==> config.mk <==
export PLATFORM = sky130hd
export DESIGN_NAME = alu_stage_flat
export DESIGN_NICKNAME = d
export VERILOG_FILES = /design/src/rtl/cpu_pkg.sv /design/src/rtl/alu_stage_if.sv /design/src/rtl/shift_unit.sv /design/src/rtl/alu_stage.sv /design/src/flat_wrapper.sv
export SDC_FILE = /design/constraint.sdc
export NUM_CORES = 1
export LEC_CHECK = 0
export BUFFER_PORTS_ARGS = -buffer_cell sky130_fd_sc_hd__buf_2
export CORE_ASPECT_RATIO = 0.75
export CORE_MARGIN = 3
export CORE_UTILIZATION = 45
export DETAILED_ROUTE_END_ITERATION = 6
export PLACE_DENSITY_LB_ADDON = 0.12
export SYNTH_ARGS = -nofsm -noshare
export SYNTH_HDL_FRONTEND = slang
export SYNTH_SLANG_ARGS = --single-unit
==> constraint.sdc <==
create_clock -name clk_i -period 15.4 [get_ports clk_i]
set_input_delay 4.62 -clock clk_i [delete_from_list [all_inputs] [get_ports clk_i]]
set_output_delay 4.62 -clock clk_i [all_outputs]
set_load 0.005 [all_outputs]
==> src/rtl/cpu_pkg.sv <==
// cpu_pkg: shared ALU stage types.
// Provides XLEN, the alu_op_e opcode encodings, the alu_state_e FSM states
// and the is_shift() opcode helper.
package cpu_pkg;
    localparam int XLEN = 32;
    typedef enum logic [3:0] {
        ALU_ADD  = 4'd0,
        ALU_SUB  = 4'd1,
        ALU_SLL  = 4'd2,
        ALU_SLT  = 4'd3,
        ALU_SLTU = 4'd4,
        ALU_XOR  = 4'd5,
        ALU_SRL  = 4'd6,
        ALU_SRA  = 4'd7,
        ALU_OR   = 4'd8,
        ALU_AND  = 4'd9
    } alu_op_e;
    typedef enum logic [1:0] {
        IDLE  = 2'd0,
        SHIFT = 2'd1,
        DONE  = 2'd2
    } alu_state_e;
    function automatic logic is_shift(input logic [3:0] op);
        return op == ALU_SLL || op == ALU_SRL || op == ALU_SRA;
    endfunction
endpackage

==> src/rtl/alu_stage_if.sv <==
// alu_stage_if: operation/result handshake bundle for alu_stage.
// Upstream: valid_i, ready_o, op_i, rs1_data_i, rs2_data_i, imm_i, use_imm_i,
// rd_addr_i, wr_en_i. Downstream: valid_o, ready_i, result_o, rd_addr_o, wr_en_o.
// slave is the stage side, master is the driving (pipeline/testbench) side.
interface alu_stage_if;
    import cpu_pkg::*;
    logic            valid_i;
    logic            ready_o;
    logic [3:0]      op_i;
    logic [XLEN-1:0] rs1_data_i;
    logic [XLEN-1:0] rs2_data_i;
    logic [XLEN-1:0] imm_i;
    logic            use_imm_i;
    logic [4:0]      rd_addr_i;
    logic            wr_en_i;
    logic            valid_o;
    logic            ready_i;
    logic [XLEN-1:0] result_o;
    logic [4:0]      rd_addr_o;
    logic            wr_en_o;
    modport slave (
        input  valid_i, op_i, rs1_data_i, rs2_data_i, imm_i, use_imm_i, rd_addr_i, wr_en_i, ready_i,
        output ready_o, valid_o, result_o, rd_addr_o, wr_en_o
    );
    modport master (
        output valid_i, op_i, rs1_data_i, rs2_data_i, imm_i, use_imm_i, rd_addr_i, wr_en_i, ready_i,
        input  ready_o, valid_o, result_o, rd_addr_o, wr_en_o
    );
endinterface

==> src/rtl/shift_unit.sv <==
// shift_unit: SLL/SRL/SRA shifter for alu_stage.
// Ports: clk_i, rst_i; load_i starts a shift of a_i by amt_i using op_i;
// res_o is the value after the step taken this cycle, last_o flags that res_o is final.
// ALU_STAGE_FAST_SHIFT_EN defined: single-cycle barrel shifter, last_o always 1.
// Otherwise: one bit per cycle, the load cycle already applying the first bit.
module shift_unit
    import cpu_pkg::*;
(
    input  logic            clk_i,
    input  logic            rst_i,
    input  logic            load_i,
    input  logic [3:0]      op_i,
    input  logic [XLEN-1:0] a_i,
    input  logic [4:0]      amt_i,
    output logic [XLEN-1:0] res_o,
    output logic            last_o
);
`ifdef ALU_STAGE_FAST_SHIFT_EN
    logic unused_ok;
    assign unused_ok = ^{clk_i, rst_i, load_i};
    always_comb begin
        res_o = op_i == ALU_SLL ? a_i << amt_i :
                op_i == ALU_SRA ? XLEN'($signed(a_i) >>> amt_i) : a_i >> amt_i;
        last_o = 1'b1;
    end
`else
    logic [3:0]      op_q;
    logic [XLEN-1:0] val_q;
    logic [4:0]      cnt_q;
    logic [3:0]      op;
    logic [XLEN-1:0] src;
    always_comb begin
        op     = load_i ? op_i : op_q;
        src    = load_i ? a_i : val_q;
        res_o  = load_i && amt_i == 5'd0 ? a_i :
                 op == ALU_SLL ? {src[XLEN-2:0], 1'b0} : {op == ALU_SRA && src[XLEN-1], src[XLEN-1:1]};
        last_o = load_i ? amt_i <= 5'd1 : cnt_q == 5'd1;
    end
    // cnt_q counts steps still to apply after the current value in val_q
    always_ff @(posedge clk_i) begin
        if (rst_i) begin
            op_q  <= '0;
            val_q <= '0;
            cnt_q <= '0;
        end else if (load_i) begin
            op_q  <= op_i;
            val_q <= res_o;
            cnt_q <= amt_i - {4'b0, |amt_i};
        end else if (cnt_q != 5'd0) begin
            val_q <= res_o;
            cnt_q <= cnt_q - 5'd1;
        end
    end
`endif
endmodule

==> src/rtl/alu_stage.sv <==
// alu_stage: single-operation execute stage with valid/ready on both sides.
// Ports: clk_i, rst_i (sync, active-high), bus (alu_stage_if.slave).
// IDLE accepts, SHIFT iterates long shifts, DONE holds the result until released.
// Macro ALU_STAGE_FAST_SHIFT_EN selects a barrel shifter (all ops 1-cycle latency).
module alu_stage
    import cpu_pkg::*;
#(
    parameter int XLEN = 32
) (
    input logic         clk_i,
    input logic         rst_i,
    alu_stage_if.slave  bus
);
    alu_state_e      state_q, state_d;
    logic [XLEN-1:0] a, b, alu_res, sh_res, result_q;
    logic [4:0]      rd_q;
    logic            wr_q, accept, shift_op, sh_last;
    assign a        = bus.rs1_data_i;
    assign b        = bus.use_imm_i ? bus.imm_i : bus.rs2_data_i;
    assign accept   = bus.valid_i && state_q == IDLE;
    assign shift_op = is_shift(bus.op_i);
    shift_unit u_shift (
        .clk_i  (clk_i),
        .rst_i  (rst_i),
        .load_i (accept && shift_op),
        .op_i   (bus.op_i),
        .a_i    (a),
        .amt_i  (b[4:0]),
        .res_o  (sh_res),
        .last_o (sh_last)
    );
    always_comb begin
        alu_res = '0;
        case (bus.op_i)
            ALU_ADD:  alu_res = a + b;
            ALU_SUB:  alu_res = a - b;
            ALU_SLT:  alu_res = {{(XLEN-1){1'b0}}, $signed(a) < $signed(b)};
            ALU_SLTU: alu_res = {{(XLEN-1){1'b0}}, a < b};
            ALU_XOR:  alu_res = a ^ b;
            ALU_OR:   alu_res = a | b;
            ALU_AND:  alu_res = a & b;
            default:  alu_res = '0;
        endcase
    end
    always_comb begin
        state_d = state_q;
        if (state_q == IDLE && bus.valid_i)
            state_d = shift_op && !sh_last ? SHIFT : DONE;
        else if (state_q == SHIFT && sh_last)
            state_d = DONE;
        else if (state_q == DONE && bus.ready_i)
            state_d = IDLE;
    end
    always_ff @(posedge clk_i) begin
        if (rst_i) begin
            state_q  <= IDLE;
            result_q <= '0;
            rd_q     <= '0;
            wr_q     <= 1'b0;
        end else begin
            state_q <= state_d;
            if (accept) begin
                rd_q <= bus.rd_addr_i;
                wr_q <= bus.wr_en_i && bus.rd_addr_i != 5'd0 && bus.op_i <= ALU_AND;
            end
            // result only moves when entering DONE, so it is stable while held there
            if (state_d == DONE && state_q != DONE)
                result_q <= state_q == IDLE && !shift_op ? alu_res : sh_res;
        end
    end
    assign bus.ready_o   = state_q == IDLE;
    assign bus.valid_o   = state_q == DONE;
    assign bus.result_o  = result_q;
    assign bus.rd_addr_o = rd_q;
    assign bus.wr_en_o   = wr_q;
endmodule

==> src/flat_wrapper.sv <==
// flat-port wrapper written by rule: the top's interface ports become plain ports
module alu_stage_flat import cpu_pkg::*;
#(
    parameter int XLEN = 32
)
  (clk_i, rst_i, bus_valid_i, bus_op_i, bus_rs1_data_i, bus_rs2_data_i, bus_imm_i, bus_use_imm_i, bus_rd_addr_i, bus_wr_en_i, bus_ready_i, bus_ready_o, bus_valid_o, bus_result_o, bus_rd_addr_o, bus_wr_en_o);
  alu_stage_if bus_i ();
  input logic clk_i;
  input logic rst_i;
  input wire logic [$bits(bus_i.valid_i)-1:0] bus_valid_i;
  input wire logic [$bits(bus_i.op_i)-1:0] bus_op_i;
  input wire logic [$bits(bus_i.rs1_data_i)-1:0] bus_rs1_data_i;
  input wire logic [$bits(bus_i.rs2_data_i)-1:0] bus_rs2_data_i;
  input wire logic [$bits(bus_i.imm_i)-1:0] bus_imm_i;
  input wire logic [$bits(bus_i.use_imm_i)-1:0] bus_use_imm_i;
  input wire logic [$bits(bus_i.rd_addr_i)-1:0] bus_rd_addr_i;
  input wire logic [$bits(bus_i.wr_en_i)-1:0] bus_wr_en_i;
  input wire logic [$bits(bus_i.ready_i)-1:0] bus_ready_i;
  output wire logic [$bits(bus_i.ready_o)-1:0] bus_ready_o;
  output wire logic [$bits(bus_i.valid_o)-1:0] bus_valid_o;
  output wire logic [$bits(bus_i.result_o)-1:0] bus_result_o;
  output wire logic [$bits(bus_i.rd_addr_o)-1:0] bus_rd_addr_o;
  output wire logic [$bits(bus_i.wr_en_o)-1:0] bus_wr_en_o;
  assign bus_i.valid_i = bus_valid_i;
  assign bus_i.op_i = bus_op_i;
  assign bus_i.rs1_data_i = bus_rs1_data_i;
  assign bus_i.rs2_data_i = bus_rs2_data_i;
  assign bus_i.imm_i = bus_imm_i;
  assign bus_i.use_imm_i = bus_use_imm_i;
  assign bus_i.rd_addr_i = bus_rd_addr_i;
  assign bus_i.wr_en_i = bus_wr_en_i;
  assign bus_i.ready_i = bus_ready_i;
  assign bus_ready_o = bus_i.ready_o;
  assign bus_valid_o = bus_i.valid_o;
  assign bus_result_o = bus_i.result_o;
  assign bus_rd_addr_o = bus_i.rd_addr_o;
  assign bus_wr_en_o = bus_i.wr_en_o;
  alu_stage #(.XLEN(XLEN)) u_core (.clk_i(clk_i), .rst_i(rst_i), .bus(bus_i));
endmodule
* Word level (Yosys, flattened, before mapping)
Cells that the tools add are included.
W data, S select, Z words.
** Word-level totals
- RAM bits :: 0
- Logic and storage cells :: 72
- Memory bits (read-only) :: 0
- Input bits :: 111
- Bits in latches :: 0
- Bits in registers :: 81
- Memories kept :: 0
** Cells by class
- Bitwise logic cells :: 3
- $lt $le $gt $ge :: 4
- Multipliers :: 0
- $add $sub $neg :: 4
- Div/mod/pow operators :: 0
- Reduce and logical (&&, ||, !) cells :: 22
- Equality and inequality tests :: 16
- Multiplexer cells :: 16
- Shift operators :: 0
** Operator list (number)
- $mux W32 :: 7
- $pmux W32 S7 :: 1
- $lt A32 B32 Y1 :: 2
- $add A32 B32 Y32 :: 1
- $and A32 B32 Y32 :: 1
- $or A32 B32 Y32 :: 1
- $sub A32 B32 Y32 :: 1
- $xor A32 B32 Y32 :: 1
- $eq A4 B3 Y1 const B :: 5
- $eq A4 B2 Y1 const B :: 3
- $logic_and A1 B1 Y1 :: 11
- $mux W5 :: 2
- $reduce_bool A5 Y1 :: 2
- $eq A4 B4 Y1 const B :: 2
- $mux W2 :: 4
- $eq A5 B1 Y1 const B :: 1
- $le A5 B1 Y1 const B :: 1
- $logic_not A5 Y1 :: 1
- $reduce_or A5 Y1 :: 1
- $sub A5 B1 Y5 :: 1
- $sub A5 B1 Y5 const B :: 1
- $eq A2 B2 Y1 const B :: 2
- $eq A4 B1 Y1 const B :: 1
- $le A4 B4 Y1 const B :: 1
- other kinds (9) :: 11

* Depth between registers and ports, before layout
- Depth in word-level cells :: 11
- Depth in mapped cells :: 15

* Hierarchy
Synthesis repeated with hierarchy kept, for this count alone.
** Second synthesis, totals
- Cell total of the unflattened synthesis :: 1403
- Area total of the unflattened synthesis :: 10343.7 um^2
** By module, submodules not included
- alu_stage :: area each 7449.6 um^2, sequential area each 800.8 um^2, cells each 1044, times used 1
- shift_unit :: area each 2894.0 um^2, sequential area each 820.8 um^2, cells each 359, times used 1

* Worst setup path after synthesis
OpenSTA, ideal clock, no wires.
- Kind :: input-to-reg
- Start point :: input bus_use_imm_i
- End point :: register u_core.result_q[30] (netlist: u_core.bus.result_o[30])
- Arrival :: 8.501 ns
- Stages :: 14
- Setup time :: 0.120 ns
- Required time :: 15.280 ns
- Setup slack :: 6.779 ns
- Cells stage by stage :: buf_2 > buf_1 > buf_1 > mux2i_1 > ha_1 > or3_1 > or3_1 > nor2_1 > nor4b_4 > o2111ai_2 > a2111oi_2 > or4_1 > a21oi_1 > o31a_1
** On the way
- Cells in the longest elaborated chain, start to end :: 9
- Elaborated cells between the ends (all ways) :: 21
- Classes of those cells :: add/sub (2); order compare (1); eq/ne (1); mux (8); bitwise (3); reduce/logical (6)
** RTL lines
- start: declaration :: RTL line flat_wrapper.sv:15 : input wire logic [$bits(bus_i.use_imm_i)-1:0] bus_use_imm_i;
- $mux W32 (*) :: RTL line alu_stage.sv:19 : assign b = bus.use_imm_i ? bus.imm_i : bus.rs2_data_i;
- parallel branches: the longest is 8 deep, another holds $sub A32 B32 Y32
- end signal: assignment :: RTL line alu_stage.sv:68 : result_q <= state_q == IDLE && !shift_op ? alu_res : sh_res;
- end: declaration :: RTL line alu_stage.sv:15 : logic [XLEN-1:0] a, b, alu_res, sh_res, result_q;
Every way passes the cells marked *.
A chain may end at the register's enable or synchronous reset.

* Worst setup path in the final report
- Start point :: input bus_use_imm_i
- End point :: register u_core.result_q[29] (netlist: u_core.bus.result_o[29])
The elaborated chain is that of the path after synthesis.

==> summary.txt <==
Placement
  • Dpl hpwl: 28700 µm
  • IO buf count: 150
  • Post-Place Setup Slack: 6.49 ns
  • GP Congestion: 0.993

Floorplan
  • CORE AREA: 21500 µm²
  • Die X-Extent: 178 µm
  • # IOs: 151
  • Row count: 46
  • Die Height: 135 µm
  • Die area: 24000 µm²
  • Initial Util: 46.4%

Global route
  • First-pass GRT wire length: 59700 µm
  • Vias in the first global route: 10.4k
  • Initial antenna violation count: 2
  • Gr usage total: 31.4%
  • Total grt overflow: 0
  • Largest net degree at the start of global routing: 61

Timing
  • Unrepaired setup endpoints after global routing: false
  • Fin Setup TNS: 0 ns
  • Slew HR: 11.6%
  • Fin crit period: 8.65 ns
  • Final hold vios: 0
  • Max Clk Rate: 116 MHz
  • Slew @ Worst Pin: 1.32 ns
  • Max-slew violations: 0
  • Final worst slack: 6.75 ns
  • Worst hold slack: 0.457 ns
  • Final setup vio count: 0
  • Final Skew: 0.0130 ns
  • Period utilization: 56.2%

Cells and area
  • Layout cells sized above 1: 14.3%
  • Commonest non-fill, non-tap cell in the layout: nand2_1
  • ANT cells: 0
  • Most frequent cells in the layout: 166 x nand2_1, 164 x nor2_1, 150 x buf_2
  • Area Growth Syn to Fin: 12.2%
  • Nets: 1749
  • Fillers: 2194

CTS
  • Post-CTS sizing: 0
  • Root Buffer: clkbuf_16
  • Worst skew pair latency: 0.36 ns
  • TritonCTS clock tree: yes
  • TritonCTS buffer count: 9
  • Worst-path clk slew: 0.08 ns
  • Clock sinks: 81
  • Hold_buf cts: 0
  • Setup repair bufs after CTS: 0
  • CTS max path bufs: 2
  • H-tree depth: 3

Worst hold path
  • Hold_sp: u_core.bus.wr_en_o
  • Worst hold path endpoint: u_core.bus.wr_en_o
  • WHS Path Cells: 2
  • Worst Hold Class: reg2reg

Drt
  • Residual DRC: 0
  • Post-route ant nets: 0
  • Initial DRT Pass Iterations: 5
  • Avg WL per Cell: 21.2 µm
  • Via density per instance: 6.34
  • 1st-iter DRT viols: 1380
  • Vias: 11.5k
  • Overall routed net length: 38700 µm

Yosys
  • Post-synth cell types: 85
  • Syn_area_per_cell: 6.89 µm²
  • Synth Register Bits: 81
  • Post-synthesis net count: 1667
  • Ys async rst share: 0%
  • Synth Cell Area: 9970 µm²
  • Synth Flop Type: dfxtp_1
  • Cell count after synthesis: 1447
  • Sequential area share after synthesis: 16.3%
  • Yosys warns: 0
  • Post-synth EDFFs: 0

Status
  • Status: finished clean

Critical path
  • Critical path peak fanout: 36
  • CP Data Arrival Time: 8.93 ns
  • Reg2Reg Launch Point: u_core.state_q[1]
  • Worst reg2reg setup slack: 11.13 ns
  • End of the worst register-to-register path: u_core.bus.result_o[26]
  • CP Launch Point: bus_use_imm_i
  • Critical Path RT: 15.68 ns
  • CP endpoint kind: register
  • Setup Crit Path Kind: in2reg
  • Startpoint Class: input pin
  • Reg2reg path depth: 10

Power and ir drop
  • Pwr Density: 95.2 nW/µm²
  • Largest vdd supply drop: 0.0000860 V
  • Leak: 5.08 nW

Flow run
  • Max Cap Viol: 0
logic make-up (layout without fill, tap and decap cells):
logic type / Yosys count / count (layout) / synth area share [%]
AO/OA/AOI/OAI: 492 / 492 / 33.1
multiplexers: 46 / 46 / 4.64
adder cells (fa/ha/maj): 109 / 109 / 13.8
flip-flops: 81 / 81 / 16.3
AND/OR/NAND/NOR: 506 / 506 / 23.3
XOR/XNOR: 11 / 11 / 0.967
buffers and inverters: 202 / 289 / 7.82
final cells by class:
cell class / instances / area, µm² / area share (%)
Timing Repair Buffer: 173 / 923 / 8.26
Clock buffer: 9 / 225 / 2.01
Inverter: 100 / 375 / 3.36
Multi-Input combinational cell: 1164 / 7620 / 68.1
Tap cell: 288 / 360 / 3.22
Clock inverter: 7 / 60.1 / 0.537
Sequential cell: 81 / 1620 / 14.5
through the flow:
| stage | area [µm²] | power [mW] | cells | utilization (%) |
|---|---|---|---|---|
| after floorplan | 9970 | 0.671 | 1447 | - |
| after global placement | 10900 | 0.824 | 1806 | 50.8 |
| after detailed placement | 10900 | 0.830 | 1806 | 50.8 |
| after CTS | 11200 | 1.06 | 1822 | 52.1 |
| after global routing | 11200 | 1.14 | 1822 | 52.1 |
| final | 11200 | 1.06 | 1822 | 52.1 |
Yosys cell counts, drive strengths merged, types with 4 or more instances:
| library cell | number | area share, % |
|---|---|---|
| a2111oi | 7 | 0.69 |
| a211oi | 49 | 3.7 |
| a21o | 16 | 1.2 |
| a21oi | 143 | 7.2 |
| a221o | 7 | 0.70 |
| a221oi | 18 | 1.6 |
| a22oi | 12 | 0.90 |
| a31oi | 17 | 1.1 |
| and2 | 7 | 0.44 |
| and3 | 19 | 1.2 |
| buf | 26 | 1.2 |
| clkbuf | 76 | 2.9 |
| dfxtp | 81 | 16 |
| ha | 107 | 13 |
| inv | 99 | 3.7 |
| mux2i | 44 | 4.4 |
| nand2 | 166 | 6.3 |
| nand2b | 10 | 0.63 |
| nand3 | 42 | 2.1 |
| nand4 | 6 | 0.38 |
| nor2 | 165 | 6.2 |
| nor2b | 11 | 0.69 |
| nor3 | 37 | 1.9 |
| nor3b | 4 | 0.35 |
| nor4 | 8 | 0.65 |
| o2111ai | 10 | 0.94 |
| o211ai | 25 | 1.9 |
| o21a | 9 | 0.68 |
| o21ai | 78 | 3.9 |
| o21bai | 14 | 1.1 |
| o221a | 4 | 0.45 |
| o221ai | 18 | 1.6 |
| o22a | 4 | 0.35 |
| o22ai | 7 | 0.44 |
| o31a | 8 | 0.70 |
| o31ai | 12 | 0.90 |
| or2 | 5 | 0.31 |
| or3 | 11 | 0.74 |
| xnor2 | 9 | 0.79 |
routing by layer:
layer	wire, µm	GRT usage, %
met3	4310	6.41
met1	18100	47.8
met2	15700	45.2
met4	559	7.06
met5	14	0
power breakdown:
group	total (mW)	internal (mW)	switching (mW)
registers	0.300	0.259	0.0408
logic	0.541	0.197	0.344
clock network	0.224	0.112	0.112
total	1.06	0.568	0.496
critical path, stage by stage:
cell and delay (ns):
buf_2 0.07, buf_4 0.54, mux2i_1 0.55, ha_1 0.35, nor3_1 0.09, a2111oi_0 1.02, nand4b_1 0.28, a21oi_1 0.13
o21ai_1 0.36, a21oi_1 0.20, a221o_1 0.34, mux2i_1 0.12, a211oi_1 0.22
worst max-delay path by stage:
stage | cells past startpoint | slack (ns) | end
after floorplan | 14 | 6.78 | u_core.bus.result_o[30]
after global placement | 13 | 6.66 | u_core.bus.result_o[29]
after detailed placement | 13 | 6.49 | u_core.bus.result_o[29]
after CTS | 13 | 6.88 | u_core.bus.result_o[29]
after global routing | 13 | 6.52 | u_core.bus.result_o[29]
final | 13 | 6.75 | u_core.bus.result_o[29]
sequential cells by signal, indices dropped and copies added (netlist names):
name and count:
u_core.u_shift.cnt_q 5, u_core.bus.rd_addr_o 5, u_core.u_shift.op_q 4, u_core.bus.wr_en_o 1, u_core.state_q 2, u_core.u_shift.val_q 32
u_core.bus.result_o 32
(Power assumes the default switching activity.)
